`src/rtl/mem_port_arbiter.sv`:
```
// mem_port_arbiter: shares one memory port between IF (read-only) and MEM (read/write), fixed MEM priority with IF starvation guard
module mem_port_arbiter #(
    parameter int STARVE_LIMIT = 4,
    parameter int CNT_W        = 4
) (
    input  logic        clk,
    input  logic        rst,
    input  logic [31:0] if_Address,
    input  logic        if_MemRead,
    output logic        if_Req_Ready,
    output logic        if_Read_data_Valid,
    input  logic        if_Read_data_Ready,
    input  logic [31:0] mem_Address,
    input  logic        mem_MemRead,
    input  logic        mem_MemWrite,
    input  logic [31:0] mem_Write_data,
    input  logic [3:0]  mem_Write_strb,
    output logic        mem_Req_Ready,
    output logic        mem_Read_data_Valid,
    input  logic        mem_Read_data_Ready,
    output logic [31:0] Read_data_out,
    output logic [31:0] Address,
    output logic        MemRead,
    output logic        MemWrite,
    output logic [31:0] Write_data,
    output logic [3:0]  Write_strb,
    input  logic        Mem_Req_Ready,
    input  logic [31:0] Read_data,
    input  logic        Read_data_Valid,
    output logic        Read_data_Ready,
    output logic        grant_if,
    output logic        grant_mem
);
    localparam logic [2:0] IDLE = 3'b001, GNT = 3'b010, RESP = 3'b100;
    localparam logic [CNT_W-1:0] LIMIT = CNT_W'(STARVE_LIMIT);
    logic [2:0] state, state_nx;
    logic [CNT_W-1:0] starve_cnt, starve_nx;
    logic gnt_if_nx, gnt_mem_nx;
    logic in_gnt, in_resp, mem_req, starve_hit, win_req, win_read, accept, resp_done;
    assign in_gnt     = state == GNT;
    assign in_resp    = state == RESP;
    assign mem_req    = mem_MemRead | mem_MemWrite;
    assign starve_hit = (STARVE_LIMIT != 0) && if_MemRead && (starve_cnt == LIMIT);
    assign win_req    = grant_mem ? mem_req : if_MemRead;
    assign win_read   = grant_mem ? mem_MemRead : 1'b1;
    assign accept     = in_gnt & win_req & Mem_Req_Ready;
    assign resp_done  = in_resp & Read_data_Valid & Read_data_Ready;
    assign Read_data_out = Read_data;
    always_ff @(posedge clk or negedge rst) begin
        if (!rst) begin
            state      <= IDLE;
            grant_if   <= 1'b0;
            grant_mem  <= 1'b0;
            starve_cnt <= '0;
        end else begin
            state      <= state_nx;
            grant_if   <= gnt_if_nx;
            grant_mem  <= gnt_mem_nx;
            starve_cnt <= starve_nx;
        end
    end
    always_comb begin
        state_nx   = state;
        gnt_if_nx  = grant_if;
        gnt_mem_nx = grant_mem;
        starve_nx  = starve_cnt;
        case (state)
            IDLE: begin
                gnt_mem_nx = mem_req & ~starve_hit;
                gnt_if_nx  = ~gnt_mem_nx & if_MemRead;
                state_nx   = (gnt_mem_nx | gnt_if_nx) ? GNT : IDLE;
            end
            GNT: begin
                state_nx = !win_req ? IDLE : !Mem_Req_Ready ? GNT : win_read ? RESP : IDLE;
                // a waiting IF only counts against MEM grants it actually sat through
                if (accept)
                    starve_nx = (grant_if || !if_MemRead) ? '0 :
                                (starve_cnt >= LIMIT) ? LIMIT : starve_cnt + 1'b1;
            end
            RESP:    state_nx = resp_done ? IDLE : RESP;
            default: state_nx = IDLE;
        endcase
        if (state_nx == IDLE) begin
            gnt_if_nx  = 1'b0;
            gnt_mem_nx = 1'b0;
        end
    end
    always_comb begin
        Address             = in_gnt ? (grant_mem ? mem_Address : if_Address) : '0;
        MemRead             = in_gnt & (grant_mem ? mem_MemRead : if_MemRead);
        MemWrite            = in_gnt & grant_mem & mem_MemWrite;
        Write_data          = (in_gnt & grant_mem) ? mem_Write_data : '0;
        Write_strb          = (in_gnt & grant_mem) ? mem_Write_strb : '0;
        if_Req_Ready        = in_gnt & grant_if & if_MemRead & Mem_Req_Ready;
        mem_Req_Ready       = in_gnt & grant_mem & mem_req & Mem_Req_Ready;
        Read_data_Ready     = in_resp & (grant_mem ? mem_Read_data_Ready : if_Read_data_Ready);
        if_Read_data_Valid  = in_resp & grant_if & Read_data_Valid;
        mem_Read_data_Valid = in_resp & grant_mem & Read_data_Valid;
    end
endmodule

```
`config.mk`:
```
export PLATFORM = sky130hd
export DESIGN_NAME = mem_port_arbiter
export DESIGN_NICKNAME = d
export VERILOG_FILES = /design/src/rtl/mem_port_arbiter.sv
export SDC_FILE = /design/constraint.sdc
export NUM_CORES = 1
export LEC_CHECK = 0
export CAP_MARGIN = 10
export CELL_PAD_IN_SITES_DETAIL_PLACEMENT = 0
export CELL_PAD_IN_SITES_GLOBAL_PLACEMENT = 2
export CORE_MARGIN = 5
export CORE_UTILIZATION = 10
export DETAILED_ROUTE_END_ITERATION = 8
export PLACE_DENSITY_LB_ADDON = 0.12
export SETUP_SLACK_MARGIN = 0.05
export SLEW_MARGIN = 0
export SYNTH_ARGS = -nofsm -noshare
export SYNTH_HDL_FRONTEND = slang
export SYNTH_SLANG_ARGS = --single-unit
```
`constraint.sdc`:
```
create_clock -name clk -period 2.45 [get_ports clk]
set_clock_uncertainty 0.15 [all_clocks]
set_input_delay 0.245 -clock clk [delete_from_list [all_inputs] [get_ports clk]]
set_output_delay 0.245 -clock clk [all_outputs]
set_load 0.02 [all_outputs]
```
==> metrics.yaml, run 1 <==
status: "finished clean"
slew_violations: 0
crit_buf_inv: 1
irDropWorstVdd_uv: 261
critical_path_source_type: "flip-flop"
critical_path.endpoint_type: "output port"
layout-drive-gt1-share_pct: 6.79
post_synth_main_area_contributors: "mux2i_1 21%, and3_1 15%, buf_4 15%"
worst_setup_hold_path_clk_slew_ps: 40
final-instance-count-excl-fill: 584
routed_via_density: 3.41
vias_after_detailed_routing: 1991
detail-route-antenna-nets: 0
die_height_um: 136
finalCoreUtilization_pct: 22.5
grt_antenna_before_repair: 0
r2r-start: "state[1]"
timing.critical_path.cells: "mux2_2 -> and2_1 -> clkdlybuf4s50_1"
p_leak_nw: 1.76
regToRegEndpoint: "starve_cnt[2]"
die-area_sq_um: 18400
post_layout_inst_area_sq_um: 3530
fmaxAchievable_mhz: 428
number_of_instances_in_the_placed_design: 580
synthesis.yosys.warnings: 0
grt_setup_unrepaired: "no"
synthFlopType: "dfrtp_1"
gr-total-overflow: 0
synth_common_cells: "39 x and3_1, 37 x nor2_1, 33 x mux2i_1, 32 x buf_4, 14 x clkbuf_1"
post_synthesis_cell_area_sq_um: 1580
wire_length_of_the_first_global_routing_pass_um: 11700
actual_transition_at_the_worst_max_transition_pin_ps: 552
critPathKind: "flip-flop to output port"
synth_enable_flop_cells: 0
layout.filler_cells: 1743
sequential_to_total_area_share_from_yosys_stat_pct: 14.3
dp_hpwl_um: 6980
drt_pass1_iterations: 4
pin_count_of_the_biggest_net_entering_global_routing: 38
ys_seq_elements: 9
cell_type_with_the_largest_total_area_after_synthesis: "mux2i_1"
initial_utilization_pct: 10.0
rrSetupSlack_ps: 380
die_width_um: 136
drtIter0Drc: 64
insertedDiodeCount: 0
finalSetupViolations: 0
arrival_ps: 1940
r2r_depth: 5
worst_path_dominant_cell_family: "flip-flops"
htreeDepth: 1
yosys.cell_count.top_type: "and3_1"
gr-usage-all-layers_pct: 8.20
clock_tree.buffer_depth: 2
post_synthesis_net_count: 358
place_congestion: 0.647
grt_pass1_vias: 2105
drcViolationCount: 0
critPathMaxFanout: 15
routed_wl_um: 8230
power_density_nw_per_um2: 562
tritoncts: "done"
launch_point_of_the_critical_path: "grant_mem"
timing.setup.tns_ps: 0
post-route-period-util_pct: 95.4
timing.final.hold_violations: 0
fin_nets: 512
timing.critical_path.slowest_cell_delay_ps: 610
post_cts_buffers: 0
io-pin-count: 250
number_of_violations_of_the_max_capacitance_limit: 0
routed_length_per_placed_instance_um: 14.1
hold_class: "primary input to asynchronous set/reset pin"
worst_ep_required_time_ps: 2060
cts_buffers: 3
critPathSlowestCell: "dfrtp_2"
postSynthAreaPerCell_sq_um: 7.34
core.rowCount: 46
yosysUniqueCellTypes: 33
timing.final.crit_period_ps: 2340
timing.slew.headroom_pct: 63.2
placed_cell_area_sq_um: 3530
synth_async_sr_flop_share_pct: 100
cts.sinks: 9
clock_insertion_delay_worst_skew_ps: 230
floorplan.core_area_sq_um: 15700
area_delta_synth_final_pct: 124
synthCells: 215
synth_top_area_share_pct: 20.9
placement.io_buffers: 185
cts.root.buffer_cell: "clkbuf_16"
==> logic make-up after synthesis <==
logic type / Yosys count / share of synthesized area, %
AND/OR/NAND/NOR: 100 / 33.4
buffers and inverters: 55 / 21.4
multiplexers: 34 / 21.6
AO/OA/AOI/OAI: 14 / 7.13
flip-flops: 9 / 14.3
adder cells (fa/ha/maj): 2 / 1.58
XOR/XNOR: 1 / 0.555
==> worst max path at each step <==
| stage | to | cells past startpoint |
|---|---|---|
| 6_report | Read_data_Ready | 3 |
| 3_3_place_gp | Address[21] | 4 |
| 3_5_place_dp | Address[21] | 4 |
| 4_1_cts | Read_data_Ready | 3 |
| 5_1_grt | Read_data_Ready | 3 |
| 2_1_floorplan | mem_Req_Ready | 3 |
==> placed cells by master, fill, tap and decap left out, types with 2 or more instances in the layout <==
| cell | n |
|---|---|
| a21oi_1 | 3 |
| mux2i_1 | 33 |
| nor3b_1 | 2 |
| or2_2 | 2 |
| nor2b_1 | 2 |
| inv_1 | 5 |
| clkdlybuf4s50_1 | 113 |
| nand2_1 | 3 |
| clkbuf_16 | 3 |
| ha_1 | 2 |
| dlygate4sd2_1 | 72 |
| buf_12 | 3 |
| nor2_1 | 37 |
| nor3_1 | 4 |
| o21ai_0 | 4 |
| buf_4 | 10 |
| and3_1 | 39 |
| nand2b_1 | 2 |
| dfrtp_1 | 7 |
| nand3_1 | 4 |
==> worst register-to-register path, stage by stage (launching register included) <==
cell and delay (ps):
dfrtp_1 410, or3b_1 470, buf_4 200, a2111oi_4 520, a21oi_1 120, a21oi_1 130
==> metal layers <==
metal	vias up	track usage, %	routed length (um)
met5	-	0	0
met2	84	16.5	4750
met3	20	1.86	562
met1	876	7.96	2670
met4	0	3.30	246
li1	1011	-	-
==> where the power goes <==
part	internal, W	switching [W]
Sequential	0.000215	0.0000825
Clock	0.000218	0.0000708
Combinational	0.000659	0.000738
==> flip-flops by register name, summed over array words and instances (netlist names) <==
signal	count
starve_cnt	4
state	3
grant_if	1
grant_mem	1
==> area by class of cell <==
cell class	instances	area [sq um]	area share (%)
Clock buffer	4	78.8	2.23
Inverter	5	18.8	0.532
Timing Repair Buffer	199	1910	54.1
Tap cell	216	270	7.66
Multi-Input combinational cell	151	1030	29.1
Sequential cell	9	228	6.45
==> metrics by stage <==
| stage | total power, W | hold slack (ps) | worst slack, ps |
|---|---|---|---|
| floorplan | 0.00115 | -201 | 287 |
| global route | 0.00214 | 218 | 52.0 |
| global placement | 0.00184 | 340 | 116 |
| finish | 0.00198 | 173 | 114 |
| CTS | 0.00203 | 188 | 79.7 |
| detailed placement | 0.00183 | 340 | 128 |
==> repair_timing <==
item                       in CTS  in global routing
hold buffers                    0                  0
setup endpoints to repair      72                  0
resized for setup              74                  0
(Power assumes the default switching activity.)
==> run 2, diff against run 1 <==
--- a/config.mk
+++ b/config.mk
@@ -12,6 +12,7 @@
 export CORE_UTILIZATION = 10
 export DETAILED_ROUTE_END_ITERATION = 8
 export PLACE_DENSITY_LB_ADDON = 0.12
+export RECOVER_POWER = 50
 export SETUP_SLACK_MARGIN = 0.05
 export SLEW_MARGIN = 0
 export SYNTH_ARGS = -nofsm -noshare
==> metrics.yaml, run 2 (synthesis results as in run 1) <==
hold_class: "primary input to asynchronous set/reset pin"
wire_length_of_the_first_global_routing_pass_um: 11700  # unchanged
dp_hpwl_um: 6980  # unchanged
die_width_um: 136  # unchanged
clock_insertion_delay_worst_skew_ps: 230  # about the same
cts.sinks: 9  # unchanged
drcViolationCount: 0  # unchanged
netSwitchingFraction_pct: 45.2  # +0.29 points
irDropWorstVdd_uv: 260  # -0.24%
status: "finished clean"
p_leak_nw: 1.75  # -0.13%
worst_setup_hold_path_clk_slew_ps: 40  # about the same
fin_nets: 512  # unchanged
finalSetupViolations: 0  # unchanged
critical_path.endpoint_type: "output port"
htreeDepth: 1  # unchanged
pin_count_of_the_biggest_net_entering_global_routing: 38  # unchanged
critPathSlowestCell: "dfrtp_2"
power_density_nw_per_um2: 557  # -0.84%
die_height_um: 136  # unchanged
post_cts_buffers: 0  # unchanged
timing.setup.tns_ps: 0  # unchanged
tritoncts: "done"
slew_violations: 0  # unchanged
actual_transition_at_the_worst_max_transition_pin_ps: 556  # +4.42 ps
pwr-share-comb_pct: 70.3  # about the same
seq_power_share_pct: 15.0  # about the same
floorplan.core_area_sq_um: 15700  # unchanged
routed_via_density: 3.41  # about the same
die-area_sq_um: 18400  # unchanged
gr-usage-all-layers_pct: 8.20  # unchanged
critical_path_source_type: "flip-flop"
fmaxAchievable_mhz: 429  # +0.31%
cts_buffers: 3  # unchanged
vias_after_detailed_routing: 1992  # +0.050%
timing.critical_path.cells: "mux2_2 -> and2_1 -> clkdlybuf4s50_1"
critPathKind: "flip-flop to output port"
timing.slew.headroom_pct: 62.9  # -0.29 points
detail-route-antenna-nets: 0  # unchanged
insertedDiodeCount: 0  # unchanged
drt_pass1_iterations: 3  # -1
layout-drive-gt1-share_pct: 6.25  # -0.54 points
area_delta_synth_final_pct: 123
top_regs: "starve_cnt: 4 flops, state: 3 flops"
final_common_cell: "clkdlybuf4s50_1"
hold_ws_ps: 241  # +68.8 ps
grt_setup_unrepaired: "no"
cts.root.buffer_cell: "clkbuf_16"
place_congestion: 0.647  # unchanged
clkPwrFrac_pct: 14.7  # +0.2 points
critPathMaxFanout: 15  # unchanged
routed_wl_um: 8220  # -0.16%
worst_path_dominant_cell_family: "flip-flops"
io-pin-count: 250  # unchanged
grt_pass1_vias: 2105  # unchanged
post-route-period-util_pct: 95.1  # -0.29 points
gr-total-overflow: 0  # unchanged
commonest_non_fill_non_tap_cells_in_the_layout: "110 x clkdlybuf4s50_1, 72 x dlygate4sd2_1, 39 x and3_1, 37 x nor2_1, 33 x mux2i_1"
number_of_violations_of_the_max_capacitance_limit: 0  # unchanged
rrSetupSlack_ps: 340  # -40 ps
initial_utilization_pct: 10.0  # unchanged
drtIter0Drc: 64  # unchanged
timing.final.hold_violations: 0  # unchanged
crit_buf_inv: 1  # unchanged
timing.critical_path.slowest_cell_delay_ps: 600  # about the same
largest-register: "starve_cnt"
largest_register_ffs: 4  # unchanged
arrival_ps: 1930  # about the same
timing.final.crit_period_ps: 2330  # -7.17 ps
p_int_w: 0.00107  # -1.8%
switching_power_w: 0.000885  # -0.65%
placement.io_buffers: 185  # unchanged
grt_antenna_before_repair: 0  # unchanged
core.rowCount: 46  # unchanged
worst_ep_required_time_ps: 2060  # about the same
routed_length_per_placed_instance_um: 14.1  # -0.16%
clock_tree.buffer_depth: 2  # unchanged
-- run 2: path summary, 6_finish.rpt --
check / end / cells after the start / start
worst max-delay path: Read_data_Ready / 3 / grant_mem
min in group clk: Read_data_out[0] / 0 / Read_data[0]
worst min-delay path: starve_cnt[0] / 1 / rst
worst min register to register: starve_cnt[3] / 2 / starve_cnt[3]
max in group asynchronous: state[0] / 1 / rst
worst max register to register: starve_cnt[2] / 5 / state[1]
-- run 2: metal layers --
layer  vias to the layer above  track usage [%]  share of wire (%)
li1                       1011                -                  -
met1                       877             7.96                 32
met2                        84             16.5                 58
met3                        20             1.86                6.8
met4                         0             3.30                3.0
met5                         -                0                  0
-- run 2: cell type report --
class | count | area [sq um]
Clock buffer | 4 | 78.8
Fill cell | 1749 | 12200
Inverter | 5 | 18.8
Multi-Input combinational cell | 151 | 1020
Sequential cell | 9 | 228
Tap cell | 216 | 270
Timing Repair Buffer | 199 | 1900
-- run 2: per-stage QoR --
stage | utilization [%] | power [W] | cells | setup slack [ps] | instance area (sq um)
2_1_floorplan | - | 0.00115 | 215 | 287 | 1580
3_5_place_dp | 22.5 | 0.00183 | 580 | 128 | 3530
3_3_place_gp | 22.5 | 0.00184 | 580 | 116 | 3530
4_1_cts | 22.5 | 0.00203 | 584 | 79.7 | 3530
5_1_grt | 22.4 | 0.00211 | 584 | 55.5 | 3510
6_report | 22.4 | 0.00196 | 584 | 121 | 3510
-- run 2: power groups by stage --
stage	logic, W	registers, W	clock network (W)
after floorplan	0.000886	0.000263	0
after global placement	0.00155	0.000296	0
after detailed placement	0.00153	0.000297	0
after CTS	0.00144	0.000300	0.000289
after global routing	0.00151	0.000304	0.000300
final	0.00138	0.000293	0.000288
-- run 2: worst register-to-register path: stages, from the launching register on --
cell	delay [ps]
dfrtp_1	410
or3b_1	460
clkbuf_1	210
a2111oi_4	550
a21oi_1	130
a21oi_1	130
-- run 2: timing repair --
item,4_1_cts,5_1_grt
resized for setup,74,0
hold buffers,0,0
endpoints found under the setup margin,72,0
==> edit, RTL diff (config.mk and constraints of run 2) <==
Make the reset (`rst`) synchronous in one clocked block.
--- a/src/rtl/mem_port_arbiter.sv
+++ b/src/rtl/mem_port_arbiter.sv
@@ -46,7 +46,7 @@
     assign accept     = in_gnt & win_req & Mem_Req_Ready;
     assign resp_done  = in_resp & Read_data_Valid & Read_data_Ready;
     assign Read_data_out = Read_data;
-    always_ff @(posedge clk or negedge rst) begin
+    always_ff @(posedge clk) begin
         if (!rst) begin
             state      <= IDLE;
             grant_if   <= 1'b0;
Check against the original RTL: differs if rst is asserted again (counterexample within 4 cycles, from zero or initial values and one cycle with rst low); with rst held inactive, the same outputs for 10 cycles.
==> edit against run 2 <==
Die area decreased by 0.44%. Routed wire length decreased by 4.9%. Register-to-register slack improved by 0.19 ns. Hold slack improved by 0.088 ns. Critical path depth increased by 1. Global-route usage decreased by 0.64 points. Combinational power decreased by 37%. Area after synthesis decreased by 0.48%. Total power decreased by 30%. Cell area decreased by 1.1%. Fmax increased by 0.64%. Sequential cell count unchanged. Worst setup slack improved by 0.015 ns.
==> edit: results (changes against run 2) <==
| Metric | Value |
|---|---|
| 1st-iter DRT viols | 56 (was 64) |
| First-pass GRT wire length | 11200 um (was 11700 um) |
| Diode count | 0 (unchanged) |
| Drt pass-1 iters | 4 (was 3) |
| Sequential element share of the synthesized area | 11.5% (was 14.3%) |
| Share of the synthesized area in the top cell type | 22.3% (was 20.9%) |
| GRT Overall Usage | 7.56% (was 8.20%) |
| Dpl hpwl | 6450 um (was 6980 um) |
| DR WL met2 | 3580 um (was 4750 um) |
| Placer Congestion | 0.672 (was 0.647) |
| Logic pwr share | 63.5% (was 70.3%) |
| Top flop regs | starve_cnt x4, state x3 (unchanged) |
| Setup bufs post-CTS | 3 (was 0) |
| Status | completed (unchanged) |
| M1 WL | 3100 um (was 2660 um) |
| Post-DR wirelength/cell | 13.6 um (was 14.1 um) |
| Post-synth ARST share | 0% (was 100%) |
| Crit-path max FO | 36 (was 15) |
| Metal3 WL | 1060 um (was 560 um) |
| Worst Tran Pin Value | 0.378 ns (was 0.556 ns) |
| Global Route met3 Usage | 3.57% (was 1.86%) |
| Worst reg-to-reg path cell count | 6 (was 5) |
| Slowest CP cell | clkdlybuf4s50_1 (was dfrtp_2) |
| Hold Path End | starve_cnt[0]$_SDFFE_PN0P_ |
| Met1 usage in global routing | 8.49% (was 7.96%) |
| R2R setup slack | 0.53 ns (was 0.34 ns) |
| Hold_sp | starve_cnt[0]$_SDFFE_PN0P_ |
| Switch share | 38.0% (was 45.2%) |
| FF-to-FF Start | state[1]$_SDFF_PN0_ (was state[1]$_DFF_PN0_) |
| Distinct cells, synth | 35 (was 33) |
| # fillers | 1703 (was 1749) |
| Average vias per placed instance | 3.56 (was 3.41) |
| Crit-path leading delay family | buffers and inverters (was flip-flops) |
| Met2 Usage GRT | 12.9% (was 16.5%) |
| Main flop type after synthesis | dfxtp_1 (was dfrtp_1) |
| P_seq | 217 uW (was 293 uW) |
| Post-layout nets | 508 (was 512) |
| Maximum vdd drop | 178 uV (was 260 uV) |
| RR Endpoint | starve_cnt[0]$_SDFFE_PN0P_ (was starve_cnt[2]$_DFFE_PN0P_) |
| Vias in the first global route | 2013 (was 2105) |
| Share of layout cells above drive strength 1 | 4.67% (was 6.25%) |
| Top cells by count, synth | 41 x and3_1, 40 x nor2_1, 35 x mux2i_1 (was 39 x and3_1, 37 x nor2_1, 33 x mux2i_1) |
| Leakage power total | 0.00170 uW (was 0.00175 uW) |
| Largest net degree at the start of global routing | 37 (was 38) |
| Post-cts resize count | 21 (was 74) |
| Top post-synthesis cells by area | mux2i_1 22%, and3_1 16%, buf_4 16% (was mux2i_1 21%, and3_1 15%, buf_4 15%) |
==> edit: cell type report <==
| cell class | instances | area (um2) | area share [%] |
|---|---|---|---|
| multi-input combinational | 154 | 1060 | 30.6 |
| inverter | 3 | 11.3 | 0.324 |
| timing repair buffer | 194 | 1880 | 54.0 |
| tap | 211 | 264 | 7.60 |
| sequential | 9 | 181 | 5.22 |
| clock buffer | 4 | 78.8 | 2.27 |
==> edit: worst max path at each step <==
stage / startpoint / end / slack (ns) / cells after the start
after floorplan: state[1]$_SDFF_PN0_ / Address[10] / 0.68 / 4
after global placement: if_MemRead / MemRead / 0.20 / 4
after detailed placement: if_MemRead / MemRead / 0.20 / 4
after CTS: state[1]$_SDFF_PN0_ / Address[24] / 0.05 / 4
after global routing: state[1]$_SDFF_PN0_ / Write_data[2] / 0.05 / 4
final: state[1]$_SDFF_PN0_ / Write_data[23] / 0.14 / 4
==> edit: cell families after synthesis <==
family | after synthesis | synth area share (%)
compound gates | 12 | 5.57
buf+inv | 51 | 20.6
fa+ha+maj | 2 | 1.59
simple gates | 103 | 36.9
xor+xnor | 1 | 0.557
mux | 36 | 23.2
flops | 9 | 11.5
==> edit: through the flow <==
stage	instances	instance area [um2]	hold WS [ns]	power [uW]	worst slack, ns
after floorplan	214	1570	0.223	755	0.676
after global placement	568	3470	0.322	1150	0.196
after detailed placement	568	3470	0.319	1150	0.201
after CTS	575	3550	0.323	1430	0.0502
after global routing	575	3470	0.340	1470	0.0512
final	575	3470	0.330	1370	0.136
==> edit: worst register-to-register path, delay by kind of cell (launching register included) <==
kind / cells / cell delay [ns]
and+or+nand+nor: 3 / 0.87
DFF: 1 / 0.40
buffers and inverters: 2 / 0.27
AOI/OAI and AO/OA: 1 / 0.16
